[src/rtl/i2s_pkg.sv]
// Shared types and constants for the I2S APB register block.
// Latency: n/a (types only).
// Backpressure: n/a.
package i2s_pkg;

    typedef enum logic {
        RATE_44K1 = 1'b0,
        RATE_48K  = 1'b1
    } rate_e;

    typedef enum logic [1:0] {
        WS_16   = 2'd0,
        WS_24   = 2'd1,
        WS_32   = 2'd2,
        WS_RSVD = 2'd3
    } wsize_e;

    typedef enum logic {
        FS_16 = 1'b0,
        FS_32 = 1'b1
    } fsize_e;

    typedef enum logic [1:0] {
        STD_I2S  = 2'd0,
        STD_MSB  = 2'd1,
        STD_LSB  = 2'd2,
        STD_RSVD = 2'd3
    } std_e;

    typedef enum logic [1:0] {
        MODE_ST = 2'd0,
        MODE_SR = 2'd1,
        MODE_MT = 2'd2,
        MODE_MR = 2'd3
    } mode_e;

    typedef struct packed {
        logic   soft_rst;
        logic   stop;
        logic   mute;
        mode_e  mode;
        std_e   std;
        logic   mclk_en;
        fsize_e frame;
        wsize_e wsize;
        rate_e  rate;
        logic   stereo;
    } ctrl_t;

    typedef enum logic [1:0] {
        ST_IDLE   = 2'd0,
        ST_ACCESS = 2'd1,
        ST_WAIT   = 2'd2
    } apb_state_e;

    localparam logic [7:0] OFF_CTRL     = 8'h00;
    localparam logic [7:0] OFF_STATUS   = 8'h04;
    localparam logic [7:0] OFF_TXDATA   = 8'h08;
    localparam logic [7:0] OFF_RXDATA   = 8'h0C;
    localparam logic [7:0] OFF_IRQ_EN   = 8'h10;
    localparam logic [7:0] OFF_IRQ_STAT = 8'h14;

    localparam int IRQ_TX_OVER  = 0;
    localparam int IRQ_RX_UNDER = 1;
    localparam int IRQ_RX_AVAIL = 2;
    localparam int IRQ_W        = 3;

endpackage

[src/rtl/apb_slave_fsm.sv]
// APB handshake sequencer with bounded wait states for a full Tx path.
// Latency: pready in the first penable cycle unless stalled; stall ends on tx_ready or timeout.
// Backpressure: stall holds pready low for at most TIMEOUT cycles.
module apb_slave_fsm
    import i2s_pkg::*;
#(
    parameter int TIMEOUT = 16
) (
    input  logic pclk,
    input  logic preset,
    input  logic psel,
    input  logic penable,
    input  logic stall,
    input  logic tx_ready,
    output logic pready
);

    localparam int CW = $clog2(TIMEOUT + 1);

    apb_state_e      state;
    apb_state_e      state_nxt;
    logic [CW-1:0]   cnt;
    logic            expired;

    assign expired = (cnt == '0);

    always_ff @(posedge pclk) begin
        if (preset) begin
            state <= ST_IDLE;
            cnt   <= '0;
        end else begin
            state <= state_nxt;
            // counter holds the number of wait cycles still allowed after the current one
            if (state == ST_ACCESS && state_nxt == ST_WAIT) begin
                cnt <= CW'(TIMEOUT - 1);
            end else if (state == ST_WAIT && !expired) begin
                cnt <= cnt - CW'(1);
            end
        end
    end

    always_comb begin
        state_nxt = state;
        case (state)
            ST_IDLE:   if (psel && !penable) state_nxt = ST_ACCESS;
            ST_ACCESS: state_nxt = (psel && penable && stall) ? ST_WAIT : ST_IDLE;
            ST_WAIT:   if (tx_ready || expired) state_nxt = ST_IDLE;
            default:   state_nxt = ST_IDLE;
        endcase
    end

    always_comb begin
        pready = 1'b0;
        if (!preset) begin
            case (state)
                ST_ACCESS: pready = psel & penable & !stall;
                ST_WAIT:   pready = tx_ready | expired;
                default:   pready = 1'b0;
            endcase
        end
    end

endmodule

[src/rtl/i2s_apb_regs.sv]
// APB register file for the I2S core: control, status, Tx/Rx data windows, interrupts.
// Latency: zero wait states except a TXDATA write while the Tx FIFO is full.
// Backpressure: full Tx FIFO stalls the APB transfer up to TIMEOUT cycles, then errors.
module i2s_apb_regs
    import i2s_pkg::*;
#(
    parameter int DW            = 32,
    parameter int AW            = 8,
    parameter int STALL_ON_FULL = 1,
    parameter int TIMEOUT       = 16
) (
    input  logic          pclk,
    input  logic          preset,
    input  logic          psel,
    input  logic          penable,
    input  logic          pwrite,
    input  logic [AW-1:0] paddr,
    input  logic [DW-1:0] pwdata,
    output logic [DW-1:0] prdata,
    output logic          pready,
    output logic          pslverr,
    output logic [DW-1:0] tx_data,
    output logic          tx_valid,
    input  logic          tx_ready,
    input  logic [DW-1:0] rx_data,
    input  logic          rx_valid,
    output logic          rx_ready,
    output ctrl_t         ctrl,
    output logic          soft_rst,
    output logic          irq
);

    localparam int WA = AW - 2;

    logic [WA-1:0]    widx;
    logic             is_ctrl, is_stat, is_tx, is_rx, is_ien, is_ist;
    logic             wr_tx, rd_rx, wr_ctrl, wsize_bad, dec_err, err_cond;
    logic             stall, done, ok, wr_ok, rd_ok, ctrl_we;
    ctrl_t            ctrl_q, ctrl_nxt;
    logic [IRQ_W-1:0] irq_en_q, irq_stat_q, irq_set, irq_clr;
    logic             rx_valid_q, irq_q;
    logic             unused_bits;

    assign unused_bits = ^{paddr[1:0], pwdata[DW-1:13]};

    assign widx    = paddr[AW-1:2];
    assign is_ctrl = (widx == WA'(OFF_CTRL >> 2));
    assign is_stat = (widx == WA'(OFF_STATUS >> 2));
    assign is_tx   = (widx == WA'(OFF_TXDATA >> 2));
    assign is_rx   = (widx == WA'(OFF_RXDATA >> 2));
    assign is_ien  = (widx == WA'(OFF_IRQ_EN >> 2));
    assign is_ist  = (widx == WA'(OFF_IRQ_STAT >> 2));

    assign wr_tx     = is_tx & pwrite;
    assign rd_rx     = is_rx & !pwrite;
    assign wr_ctrl   = is_ctrl & pwrite;
    assign wsize_bad = wr_ctrl & (pwdata[3:2] == 2'b11);
    assign dec_err   = !(is_ctrl | is_ien | is_ist | (is_stat & !pwrite) | wr_tx | rd_rx);
    assign err_cond  = dec_err | (wr_tx & !tx_ready) | (rd_rx & !rx_valid) | wsize_bad;
    assign stall     = wr_tx & !tx_ready & (STALL_ON_FULL != 0);

    apb_slave_fsm #(
        .TIMEOUT (TIMEOUT)
    ) u_fsm (
        .pclk     (pclk),
        .preset   (preset),
        .psel     (psel),
        .penable  (penable),
        .stall    (stall),
        .tx_ready (tx_ready),
        .pready   (done)
    );

    assign pready  = done;
    assign pslverr = done & err_cond;
    assign ok      = done & !err_cond;
    assign wr_ok   = ok & pwrite;
    assign rd_ok   = ok & !pwrite;
    // CTRL still takes its other fields when the word-size code is reserved
    assign ctrl_we = done & wr_ctrl;

    assign tx_valid = ok & wr_tx;
    assign tx_data  = tx_valid ? pwdata : '0;
    assign rx_ready = ok & rd_rx;
    assign soft_rst = ctrl_we & pwdata[12];

    always_comb begin
        prdata = '0;
        if (rd_ok) begin
            if (is_ctrl)      prdata = DW'(ctrl_q);
            else if (is_stat) prdata = DW'({rx_valid, tx_ready});
            else if (is_rx)   prdata = rx_data;
            else if (is_ien)  prdata = DW'(irq_en_q);
            else if (is_ist)  prdata = DW'(irq_stat_q);
        end
    end

    always_comb begin
        ctrl_nxt          = ctrl_t'(pwdata[12:0]);
        ctrl_nxt.soft_rst = 1'b0;
        if (wsize_bad) ctrl_nxt.wsize = ctrl_q.wsize;
    end

    always_comb begin
        irq_set               = '0;
        irq_set[IRQ_TX_OVER]  = done & wr_tx & !tx_ready;
        irq_set[IRQ_RX_UNDER] = done & rd_rx & !rx_valid;
        irq_set[IRQ_RX_AVAIL] = rx_valid & !rx_valid_q;
        irq_clr               = (wr_ok & is_ist) ? pwdata[IRQ_W-1:0] : '0;
    end

    always_ff @(posedge pclk) begin
        if (preset) begin
            ctrl_q     <= ctrl_t'('0);
            irq_en_q   <= '0;
            irq_stat_q <= '0;
            rx_valid_q <= 1'b0;
            irq_q      <= 1'b0;
        end else begin
            rx_valid_q <= rx_valid;
            // set is applied after clear so a coincident event is never lost
            irq_stat_q <= (irq_stat_q & ~irq_clr) | irq_set;
            irq_q      <= |(irq_stat_q & irq_en_q);
            if (ctrl_we) ctrl_q <= ctrl_nxt;
            if (wr_ok && is_ien) irq_en_q <= pwdata[IRQ_W-1:0];
        end
    end

    assign irq  = irq_q & !preset;
    assign ctrl = preset ? ctrl_t'('0) : ctrl_q;

endmodule

[config.mk]
export PLATFORM = sky130hd
export DESIGN_NAME = i2s_apb_regs
export DESIGN_NICKNAME = d
export VERILOG_FILES = /design/src/rtl/i2s_pkg.sv /design/src/rtl/apb_slave_fsm.sv /design/src/rtl/i2s_apb_regs.sv
export SDC_FILE = /design/constraint.sdc
export NUM_CORES = 1
export LEC_CHECK = 0
export BUFFER_PORTS_ARGS = -buffer_cell sky130_fd_sc_hd__buf_4
export CORE_AREA = 4 4 76 78
export DETAILED_ROUTE_END_ITERATION = 16
export DIE_AREA = 0 0 80 82
export GPL_TIMING_DRIVEN = 0
export PLACE_DENSITY = 0.83
export SYNTH_ARGS = -nofsm -noshare
export SYNTH_HDL_FRONTEND = slang
export SYNTH_SLANG_ARGS = --single-unit
[constraint.sdc]
create_clock -name pclk -period 4.4 [get_ports pclk]
set_input_delay 0.88 -clock pclk [delete_from_list [all_inputs] [get_ports pclk]]
set_output_delay 0.88 -clock pclk [all_outputs]
set_load 0.005 [all_outputs]
==> run summary <==
Final antenna-violating net count = 0
Fin util = 0.695
Critical Path End Type = output pin
Synth cell types = 54
Worst-path clk slew = 0.09 ns
Layout cells sized above 1 = 0.441
Row count = 26
Worst Setup EP = tx_data[6]
Pin count of the biggest net entering global routing = 15
HPWL after DPL = 6360 um
Power per cell area = 137 nW/um2
Via-per-instance ratio = 5.04
Reg-to-reg endpoint = ctrl_q[2]
Routability Congestion = 0.834
Post-layout min period = 3.71 ns
Worst clock skew = 0.00678 ns
Clk buf depth = 2
Vias in the first global route = 2381
Fmax = 0.270 GHz
Commonest cells post-synth = 55 x and2_1, 27 x dfxtp_1, 21 x nor2_1
Number of antenna diodes = 0
Unrepaired setup endpoints after global routing = no
DRT iter0 DRCs = 151
TritonRoute pass-1 iters = 5
Hold_sp = ctrl_q[3]
Reg2reg setup slack = 1.87 ns
CORE AREA = 5070 um2
Num CTS Buffers = 3
Post-synthesis net count = 352
Avg WL per Cell = 15.4 um
Outcome = finished clean
Sequential cell area fraction in the yosys report = 0.245
Cell taking the most area after synthesis = dfxtp_1
Final Hold Vio Count = 0
I/O pins = 162
Worst Setup SP = paddr[3]
Port bufs = 158
Die Y = 82 um
Post-Syn Instances = 267
Worst R2R Path Depth = 7
Initial antenna violation count = 0
Pin slew with the least headroom to its limit = 0.741 ns
DRC violations left = 0
Max-cap violations = 0
Top_reg_cell synth = dfxtp_1
Slew headroom = 0.493
Final Net Count = 515
Leakage dissipation = 1.69 nW
CTS Hold Bufs = 0
Setup Buffers After CTS = 0
Post-cts resize count = 0
H-tree levels = 1
Root Driver = clkbuf_8
Worst skew pair latency = 0.27 ns
Worst reg2reg path startpoint = u_fsm.state[1]
Slew Limit Fails = 0
Die area = 6560 um2
Syn avg cell area = 8.26 um2
Global-route wire length before repair = 11300 um
# setup viols final = 0
Maximum vdd drop = 0.125 mV
Sum Neg Setup Slack = 0 ns
Initial Util = 0.435
Area growth syn-to-layout = 59.8%
Overall die width = 80 um
Required time worst endpoint = 3.52 ns
Critical path arrival = 2.83 ns
Total power = 0.484 mW
Number of flops mapped to enable cells by yosys = 0
CP Class = in -> out
Top cells by area, synth = dfxtp_1 25%, and2_1 16%, mux2_4 6.8%
Overall routing resource usage = 0.211
Post-Syn Area = 2210 um2
Startpoint types = input port
Worst hold path type = reg -> reg
Syn. warnings = 0
Crit Path Max Fanout = 10
Final period util = 0.843
WL final = 7680 um
WHS = 0.490 ns
Async set-reset flop share out of synthesis = 0
Top-count cell post-synth = and2_1
Synth top area share = 0.245
Vias after detailed routing = 2516
Total congestion overflow = 0
Clk sink count = 27
Flops & latches, synth = 27
TritonCTS clock tree = built
-- placed cells by master (no fill, tap or decap), types with 2 or more instances in the layout --
cell,instances
a2111o_1,2
a2111oi_0,3
a211o_1,2
a21oi_1,6
a22oi_1,10
a31oi_1,2
and2_1,55
and3_1,2
buf_2,4
buf_4,160
buf_6,4
clkbuf_1,6
clkbuf_8,3
dfxtp_1,27
ha_1,6
inv_1,12
mux2_2,4
mux2_4,10
mux2i_1,5
nand2_1,15
nand2b_1,3
nand3_1,3
nand4_1,2
nor2_1,21
nor2b_1,16
nor3_1,5
nor4_1,2
o211ai_1,2
o21ai_0,5
o22ai_1,5
xnor2_1,2
xor2_1,2
-- registers in the layout, summed over array words and instances, names as in the netlist --
name         cells
u_fsm.cnt        5
irq_stat_q       3
irq_q            1
ctrl_q          12
irq_en_q         3
u_fsm.state      2
rx_valid_q       1
-- power by group --
group / switching [mW] / internal, mW / leakage (nW) / total (mW)
sequential: 0.00178 / 0.246 / 0.218 / 0.248
clock: 0.0756 / 0.0648 / 0.0228 / 0.140
combinational: 0.0392 / 0.0563 / 1.45 / 0.0955
-- per-layer routing --
layer | wire length (um) | GRT usage | share of wire
met1 | 2890 | 0.241 | 0.38
met2 | 4130 | 0.411 | 0.54
met3 | 586 | 0.0307 | 0.076
met4 | 62 | 0.0507 | 0.0081
met5 | 0 | 0 | 0
-- cells by family (layout without fill, tap and decap cells) --
| group | count (synthesis) | count (layout) | synth area share |
|---|---|---|---|
| AO/OA/AOI/OAI | 49 | 49 | 0.183 |
| AND/OR/NAND/NOR | 132 | 132 | 0.340 |
| buffers and inverters | 29 | 191 | 0.0686 |
| adder cells (fa/ha/maj) | 6 | 6 | 0.0340 |
| multiplexers | 19 | 19 | 0.111 |
| XOR/XNOR | 4 | 4 | 0.0159 |
| other | 1 | 1 | 0.00170 |
| flip-flops | 27 | 27 | 0.245 |
-- metrics by stage --
stage / cell area, um2 / cells / worst slack [ns]
finish: 3520 / 499 / 0.691
global route: 3520 / 499 / 0.564
CTS: 3520 / 499 / 0.675
detailed placement: 3480 / 495 / 0.683
global placement: 3480 / 495 / 0.691
floorplan: 2210 / 267 / 1.16
-- worst min path at each step --
stage	endpoint	cells past startpoint
final	ctrl_q[3]	2
after global routing	ctrl_q[3]	2
after CTS	irq_stat_q[1]	2
after detailed placement	ctrl_q[3]	2
after global placement	irq_en_q[2]	2
after floorplan	irq_en_q[0]	2
-- layout make-up --
cell class,count,area (um2)
tap,70,87.6
fill,427,1550
multi-input combinational,211,1510
inverter,13,48.8
clock buffer,4,45.0
timing repair buffer,158,1190
sequential,27,541
buffer,16,103
-- critical path, stage by stage --
cell,delay [ns]
buf_4,0.12
buf_6,0.13
a2111o_1,0.36
a31o_1,0.27
a2111oi_4,0.61
buf_6,0.21
and2_1,0.14
buf_4,0.11
Note: power is estimated with default switching activity, not from simulation.
